--- config.mk ---
export PLATFORM = sky130hd
export DESIGN_NAME = dac_mem_loader
export DESIGN_NICKNAME = d
export VERILOG_FILES = /design/src/rtl/signal_types_pkg.sv /design/src/rtl/dac_mem_loader.sv
export SDC_FILE = /design/constraint.sdc
export NUM_CORES = 1
export LEC_CHECK = 0
export BUFFER_PORTS_ARGS = -buffer_cell sky130_fd_sc_hd__buf_2
export CAP_MARGIN = 20
export CORE_MARGIN = 4
export CORE_UTILIZATION = 27
export DETAILED_ROUTE_END_ITERATION = 12
export SLEW_MARGIN = 0
export SYNTH_ARGS = -nofsm -noshare
export SYNTH_HDL_FRONTEND = slang
export SYNTH_SLANG_ARGS = --single-unit
--- constraint.sdc ---
create_clock -name clk -period 2.55 [get_ports clk]
set_input_delay 0.255 -clock clk [delete_from_list [all_inputs] [get_ports clk]]
set_output_delay 0.255 -clock clk [all_outputs]
set_load 0.01 [all_outputs]
--- src/rtl/signal_types_pkg.sv ---
// Shared DAC sample types, loader FSM encoding and the offset-binary helper.
`default_nettype none

package signal_types_pkg;

    localparam int DAC_SAMPLE_W = 14;

    typedef struct packed {
        logic [DAC_SAMPLE_W-1:0] dac_ch1;
        logic [DAC_SAMPLE_W-1:0] dac_ch0;
    } dac_sample_t;

    typedef enum logic [0:0] {
        ST_IDLE = 1'b0,
        ST_LOAD = 1'b1
    } loader_state_t;

    // Two's-complement 16-bit sample -> 14-bit offset binary (truncate LSBs, flip sign).
    function automatic logic [DAC_SAMPLE_W-1:0] to_offset_bin14(input logic [15:0] d);
        return {~d[15], d[14:2]};
    endfunction

endpackage

`default_nettype wire

--- src/rtl/dac_mem_loader.sv ---
// Streams packed dual-channel DAC samples into BRAM port A with auto-incrementing address.
// Optional: define DAC_LOADER_OFFSET_BIN_EN to convert signed 16-bit halves to 14-bit offset binary.
`default_nettype none

module dac_mem_loader
    import signal_types_pkg::*;
#(
    parameter int ADDR_WIDTH = 11
) (
    input  logic                  clk,
    input  logic                  rst_n,
    input  logic                  start_i,
    input  logic                  abort_i,
    input  logic [ADDR_WIDTH-1:0] base_addr_i,
    input  logic [ADDR_WIDTH-1:0] count_i,
    input  logic                  s_valid_i,
    output logic                  s_ready_o,
    input  logic [31:0]           s_data_i,
    output logic                  mem_we_o,
    output logic [ADDR_WIDTH-1:0] mem_addr_o,
    output dac_sample_t           mem_wdata_o,
    output logic                  busy_o,
    output logic                  done_o,
    output logic                  err_o,
    output logic [ADDR_WIDTH:0]   wr_cnt_o
);

    loader_state_t         r_state;
    loader_state_t         w_next_state;
    logic [ADDR_WIDTH-1:0] r_base;
    logic [ADDR_WIDTH-1:0] r_count;
    logic [ADDR_WIDTH:0]   r_wr_cnt;
    logic                  r_mem_we;
    logic [ADDR_WIDTH-1:0] r_mem_addr;
    dac_sample_t           r_mem_wdata;
    logic                  r_done;
    logic                  r_err;

    logic                  w_in_load;
    logic                  w_accept;
    logic                  w_last;
    logic                  w_start_ok;
    logic                  w_start_bad;
    logic                  w_busy;
    logic                  w_ready;
    dac_sample_t           w_packed;

    assign w_in_load   = (r_state == ST_LOAD);
    // A handshake coinciding with abort is dropped, even though ready is high.
    assign w_accept    = w_in_load && s_valid_i && !abort_i;
    assign w_last      = w_accept && ((r_wr_cnt + 1'b1) == {1'b0, r_count});
    assign w_start_ok  = !w_in_load && start_i && (count_i != '0);
    assign w_start_bad = !w_in_load && start_i && (count_i == '0);

`ifdef DAC_LOADER_OFFSET_BIN_EN
    logic w_unused_bits;
    assign w_unused_bits    = ^{s_data_i[17:16], s_data_i[1:0]};
    assign w_packed.dac_ch0 = to_offset_bin14(s_data_i[15:0]);
    assign w_packed.dac_ch1 = to_offset_bin14(s_data_i[31:16]);
`else
    logic w_unused_bits;
    assign w_unused_bits    = ^{s_data_i[31:30], s_data_i[15:14]};
    assign w_packed.dac_ch0 = s_data_i[13:0];
    assign w_packed.dac_ch1 = s_data_i[29:16];
`endif

    always_ff @(posedge clk or negedge rst_n) begin
        if (!rst_n) begin
            r_state <= ST_IDLE;
        end else begin
            r_state <= w_next_state;
        end
    end

    always_comb begin
        w_next_state = r_state;
        case (r_state)
            ST_IDLE: begin
                if (w_start_ok) begin
                    w_next_state = ST_LOAD;
                end
            end
            ST_LOAD: begin
                if (abort_i || w_last) begin
                    w_next_state = ST_IDLE;
                end
            end
            default: w_next_state = ST_IDLE;
        endcase
    end

    // Ready is decoded from state only, so it never depends on s_valid_i.
    always_comb begin
        w_busy  = 1'b0;
        w_ready = 1'b0;
        case (r_state)
            ST_LOAD: begin
                w_busy  = 1'b1;
                w_ready = 1'b1;
            end
            default: begin
                w_busy  = 1'b0;
                w_ready = 1'b0;
            end
        endcase
    end

    always_ff @(posedge clk or negedge rst_n) begin
        if (!rst_n) begin
            r_base      <= '0;
            r_count     <= '0;
            r_wr_cnt    <= '0;
            r_mem_we    <= 1'b0;
            r_mem_addr  <= '0;
            r_mem_wdata <= '0;
            r_done      <= 1'b0;
            r_err       <= 1'b0;
        end else begin
            r_mem_we <= w_accept;
            if (w_accept) begin
                r_mem_addr  <= r_base + r_wr_cnt[ADDR_WIDTH-1:0];
                r_mem_wdata <= w_packed;
                r_wr_cnt    <= r_wr_cnt + 1'b1;
            end
            if (w_last) begin
                r_done <= 1'b1;
            end
            if (w_start_ok) begin
                r_base   <= base_addr_i;
                r_count  <= count_i;
                r_wr_cnt <= '0;
                r_done   <= 1'b0;
                r_err    <= 1'b0;
            end else if (w_start_bad || (w_in_load && (start_i || abort_i))) begin
                r_err <= 1'b1;
            end
        end
    end

    assign s_ready_o   = w_ready;
    assign busy_o      = w_busy;
    assign mem_we_o    = r_mem_we;
    assign mem_addr_o  = r_mem_addr;
    assign mem_wdata_o = r_mem_wdata;
    assign done_o      = r_done;
    assign err_o       = r_err;
    assign wr_cnt_o    = r_wr_cnt;

endmodule

`default_nettype wire

==> summary by stage <==
Timing
Setup repair after global routing left no endpoint under its margin. The total negative slack is 0 ns. The final critical path takes up 88.8% of the cycle. Counting I/O delays and the setup requirement, the final critical path takes 2.26 ns.

On the final layout, the worst clock skew is 0.00412 ns. Headroom to the max-slew limit came out at 66.0%. The slew at the pin with the worst max-slew slack is 0.505 ns.

The final number of hold-violating endpoints is 0. The number of max-slew violations in the final report is 0. The number of failing setup endpoints in the final timing report is 0. Static timing analysis puts the maximum clock frequency at 0.442 GHz.

Synth
For this run, asynchronously set or reset flops after synthesis account for 100%. Yosys attributes the largest share of cell area to dfrtp_1 (51%), nand2_1 (11%), mux2_2 (6.3%), ha_1 (4.0%), xnor2_1 (4.0%). In this run the mean area of a mapped cell was 10.0 µm². The distinct cell type count after synthesis is 42. The commonest register cell after synthesis is dfrtp_1. The flop and latch count out of synthesis is 77. Synthesis produced a netlist with a net count of 448. The share of the synthesized area in the top cell type is 51.2%. Sequential elements use 51.2% of the synthesized area. Synthesis produced a netlist whose cell count is 376. In this run the cell area of the synthesized design comes to 3760 µm². The count of synthesis-stage warnings from yosys is 0.

The library cell with the largest summed area after synthesis is dfrtp_1. Yosys mapped a number of flops with a built-in enable equal to 0.

Final layout
The number of nets in the final layout is 558. Cells with a size suffix above 1 make up 32.9% of the layout. The filler cells instantiated in the layout total 1,406. 0 antenna diodes ended up in the layout. Relative to the synthesized area, the layout overhead comes to 27.6%.

Run
Max-cap violations in this run came to 0.

Hold path
The class of the worst hold path is primary input to flip-flop.

Worst setup path
Of all nets on the critical path, the largest fanout is 3. The worst setup path is captured at a flip-flop. At the worst endpoint, the required time is between 2 and 3 ns. The critical path in this run is classified as flip-flop to flip-flop. Data on the critical path arrives at its endpoint at 2.52 ns. The startpoint class of the critical path is a flip-flop. The signal on the critical path passes through ha_1, fa_1, a211oi_1, o21bai_1, a211oi_1, o21bai_1, xnor2_1, o21ai_0. For this run, the slowest stage of the critical path takes 0.43 ns. The slowest library cell on the worst path is fa_1. The number of buffers and inverters on the critical path is 0. Broken down by cell family, the worst path's largest delay share belongs to compound AO/OA/AOI/OAI gates.

Status
The run finished with clean final reports.

Drt
The via density per instance is ~4.5. The remaining number of nets flagged by the antenna check after routing is 0. The initial DRC count is 186. After detailed routing, the average wire length per cell comes to 13.8 µm.

The via count is 2,994. The detailed-router iteration count before antenna repair is 4. The post-detailed-route DRC marker count is 0. After detailed routing, the total wire length is 9.21 mm.

CTS
The H-tree was split into 3 levels. The cell sitting at the root of the clock tree is a clkbuf_16. The number of gates resized after CTS was 0. The clock-pin slew of the registers on the worst-case setup and hold paths is 0.06 ns.

The longest clock path from root to sink contains 2 buffers. The number of buffers added by the clock tree synthesis step is 9. The number of setup buffers added after CTS is 0. The number of sinks on the clock net is 77.

TritonCTS built the clock tree. The clock latency of the later-clocked register in the worst-skew pair is 0.33 ns.

Placed design
Routability-driven placement finished with a final weighted congestion of between 0.7 and 0.8. The HPWL after detailed placement is between 6 and 7 mm. The quantity of I/O buffers inserted on ports is 110.

Floorplanning
The width of the die is 126 µm. The number of rows in the core area is 42. The overall die area is 15,900 µm². During I/O placement, the number of pins put on the boundary was ~120. The effective utilization at floorplan is 28.0%. From bottom edge to top edge, the die measures 126 µm. The floorplan step defined a core boundary enclosing roughly 13,000 µm².

Power
The static leakage is 2.43 nW. The design draws 3.72 mW. VDD sags by at most roughly 0.27 mV. The power density over the cells is 776 nW/µm².

GRT
Entering global routing, the biggest net connects between 70 and 80 pins. The first global-routing pass estimated 15.4 mm of wire. The aggregate global routing overflow is 0. The number of antenna violations at the first check in global routing is 0.

The via count of the first global-routing pass came to 3,143. Global routing used 12.0% of the available tracks across all layers.
[stage by stage]
| stage | util [%] | area [µm²] | setup WS, ns | std cells | hold WS, ns |
|---|---|---|---|---|---|
| after global routing | 35.7 | 4800 | 0.0712 | 666 | 0.110 |
| after CTS | 35.4 | 4760 | 0.271 | 664 | 0.0933 |
| after global placement | 33.5 | 4500 | 0.332 | 649 | 0.445 |
| final | 35.7 | 4800 | 0.285 | 666 | 0.109 |
| after detailed placement | 33.5 | 4500 | 0.323 | 649 | 0.452 |
| after floorplan | - | 3760 | 0.375 | 376 | -0.0406 |
[synthesized netlist by cell type, types with 2 or more instances]
cell,count
nand2_1,106
dfrtp_1,77
mux2_2,21
o21ai_0,18
xnor2_1,17
nor2_1,15
xor2_1,15
ha_1,12
a21oi_1,11
buf_2,10
a211oi_1,6
nand3_1,6
clkbuf_1,5
inv_1,5
o21bai_1,5
a21o_1,4
nand4_1,4
or3_1,4
nor3_1,3
and3_1,2
and4_1,2
and4_4,2
buf_1,2
buf_6,2
nor2b_1,2
nor4_1,2
nor4_2,2
o2111ai_1,2
[worst paths after layout]
path | from | to | slack [ns] | cells past startpoint
setup / recovery | wr_cnt_o[0]$_DFFE_PN0P_ | mem_addr_o[10]$_DFFE_PN0P_ | 0.29 | 8
min in group asynchronous | rst_n | mem_addr_o[8]$_DFFE_PN0P_ | 0.28 | 2
hold / removal | s_data_i[17] | mem_wdata_o[15]$_DFFE_PN0P_ | 0.11 | 3
max in group asynchronous | rst_n | wr_cnt_o[10]$_DFFE_PN0P_ | 1.71 | 3
hold reg to reg | mem_addr_o[1]$_DFFE_PN0P_ | mem_addr_o[1]$_DFFE_PN0P_ | 0.47 | 2
setup reg to reg | wr_cnt_o[0]$_DFFE_PN0P_ | mem_addr_o[10]$_DFFE_PN0P_ | 0.29 | 8
[kinds of logic (layout without fill, tap and decap cells)]
logic type / Yosys count / count (layout) / synth area share, %
muxes: 22 / 22 / 6.55
adders and majority gates: 13 / 13 / 4.52
buffers and inverters: 25 / 139 / 3.33
AOI/OAI and AO/OA: 52 / 52 / 8.58
DFF: 77 / 77 / 51.2
xor gates and xnor gates: 32 / 32 / 7.45
and+or+nand+nor: 155 / 155 / 18.4
[area by class of cell]
class	count	area (µm²)	area share (%)
inverters	5	18.8	0.391
well taps	176	220	4.59
multi-input cells	274	1730	36.1
flip-flops and latches	77	1930	40.1
repair buffers	119	643	13.4
clock inverters	2	10.0	0.209
clock buffers	13	250	5.21
[flip-flops by register name (all words and copies together), names as in the netlist]
register / cells
r_state: 1
r_base: 11
mem_we_o: 1
err_o: 1
done_o: 1
mem_addr_o: 11
r_count: 11
mem_wdata_o: 28
wr_cnt_o: 12
[layer usage]
| layer | part of all wire (%) | wire [µm] | global-route usage, % | up-vias |
|---|---|---|---|---|
| met5 | 0 | 0 | 0 | - |
| met4 | 1.8 | 168 | 5.43 | 0 |
| met3 | 4.9 | 448 | 2.84 | 13 |
| met2 | 46 | 4230 | 18.5 | 70 |
| met1 | 47 | 4370 | 16.1 | 1425 |
| li1 | - | - | - | 1486 |
[what timing repair did]
item                                   CTS  global route
hold buffers                             0             1
setup endpoints to repair                0             0
endpoints found under the hold margin    0             5
[worst reg2reg max path: cells and delay by family (launching register included)]
family                     cells  cell delay (ns)
AOI/OAI and AO/OA              5             0.98
adders and majority gates      2             0.68
DFF                            1             0.39
xor gates and xnor gates       1             0.13
[power by group]
| group | total, mW | leakage [nW] | switching (mW) | internal, mW |
|---|---|---|---|---|
| combinational | 0.934 | 1.34 | 0.498 | 0.436 |
| sequential | 1.66 | 0.960 | 0.163 | 1.49 |
| clock | 1.13 | 0.129 | 0.456 | 0.677 |
| total | 3.72 | 2.43 | 1.12 | 2.61 |
[cell usage in the layout, fill, tap and decap left out, types with 3 or more instances in the layout]
cell type,n
nand3_1,6
o21ai_0,18
buf_4,8
ha_1,12
inv_1,5
a211oi_1,6
nor3_1,3
buf_2,109
nand2_1,105
xor2_1,15
a21o_1,4
mux2_2,21
a21oi_1,11
xnor2_1,17
nand4_1,4
o21bai_1,5
dfrtp_1,77
clkbuf_16,9
or3_1,4
clkbuf_1,3
nor2_1,15
(Power assumes the default switching activity.)
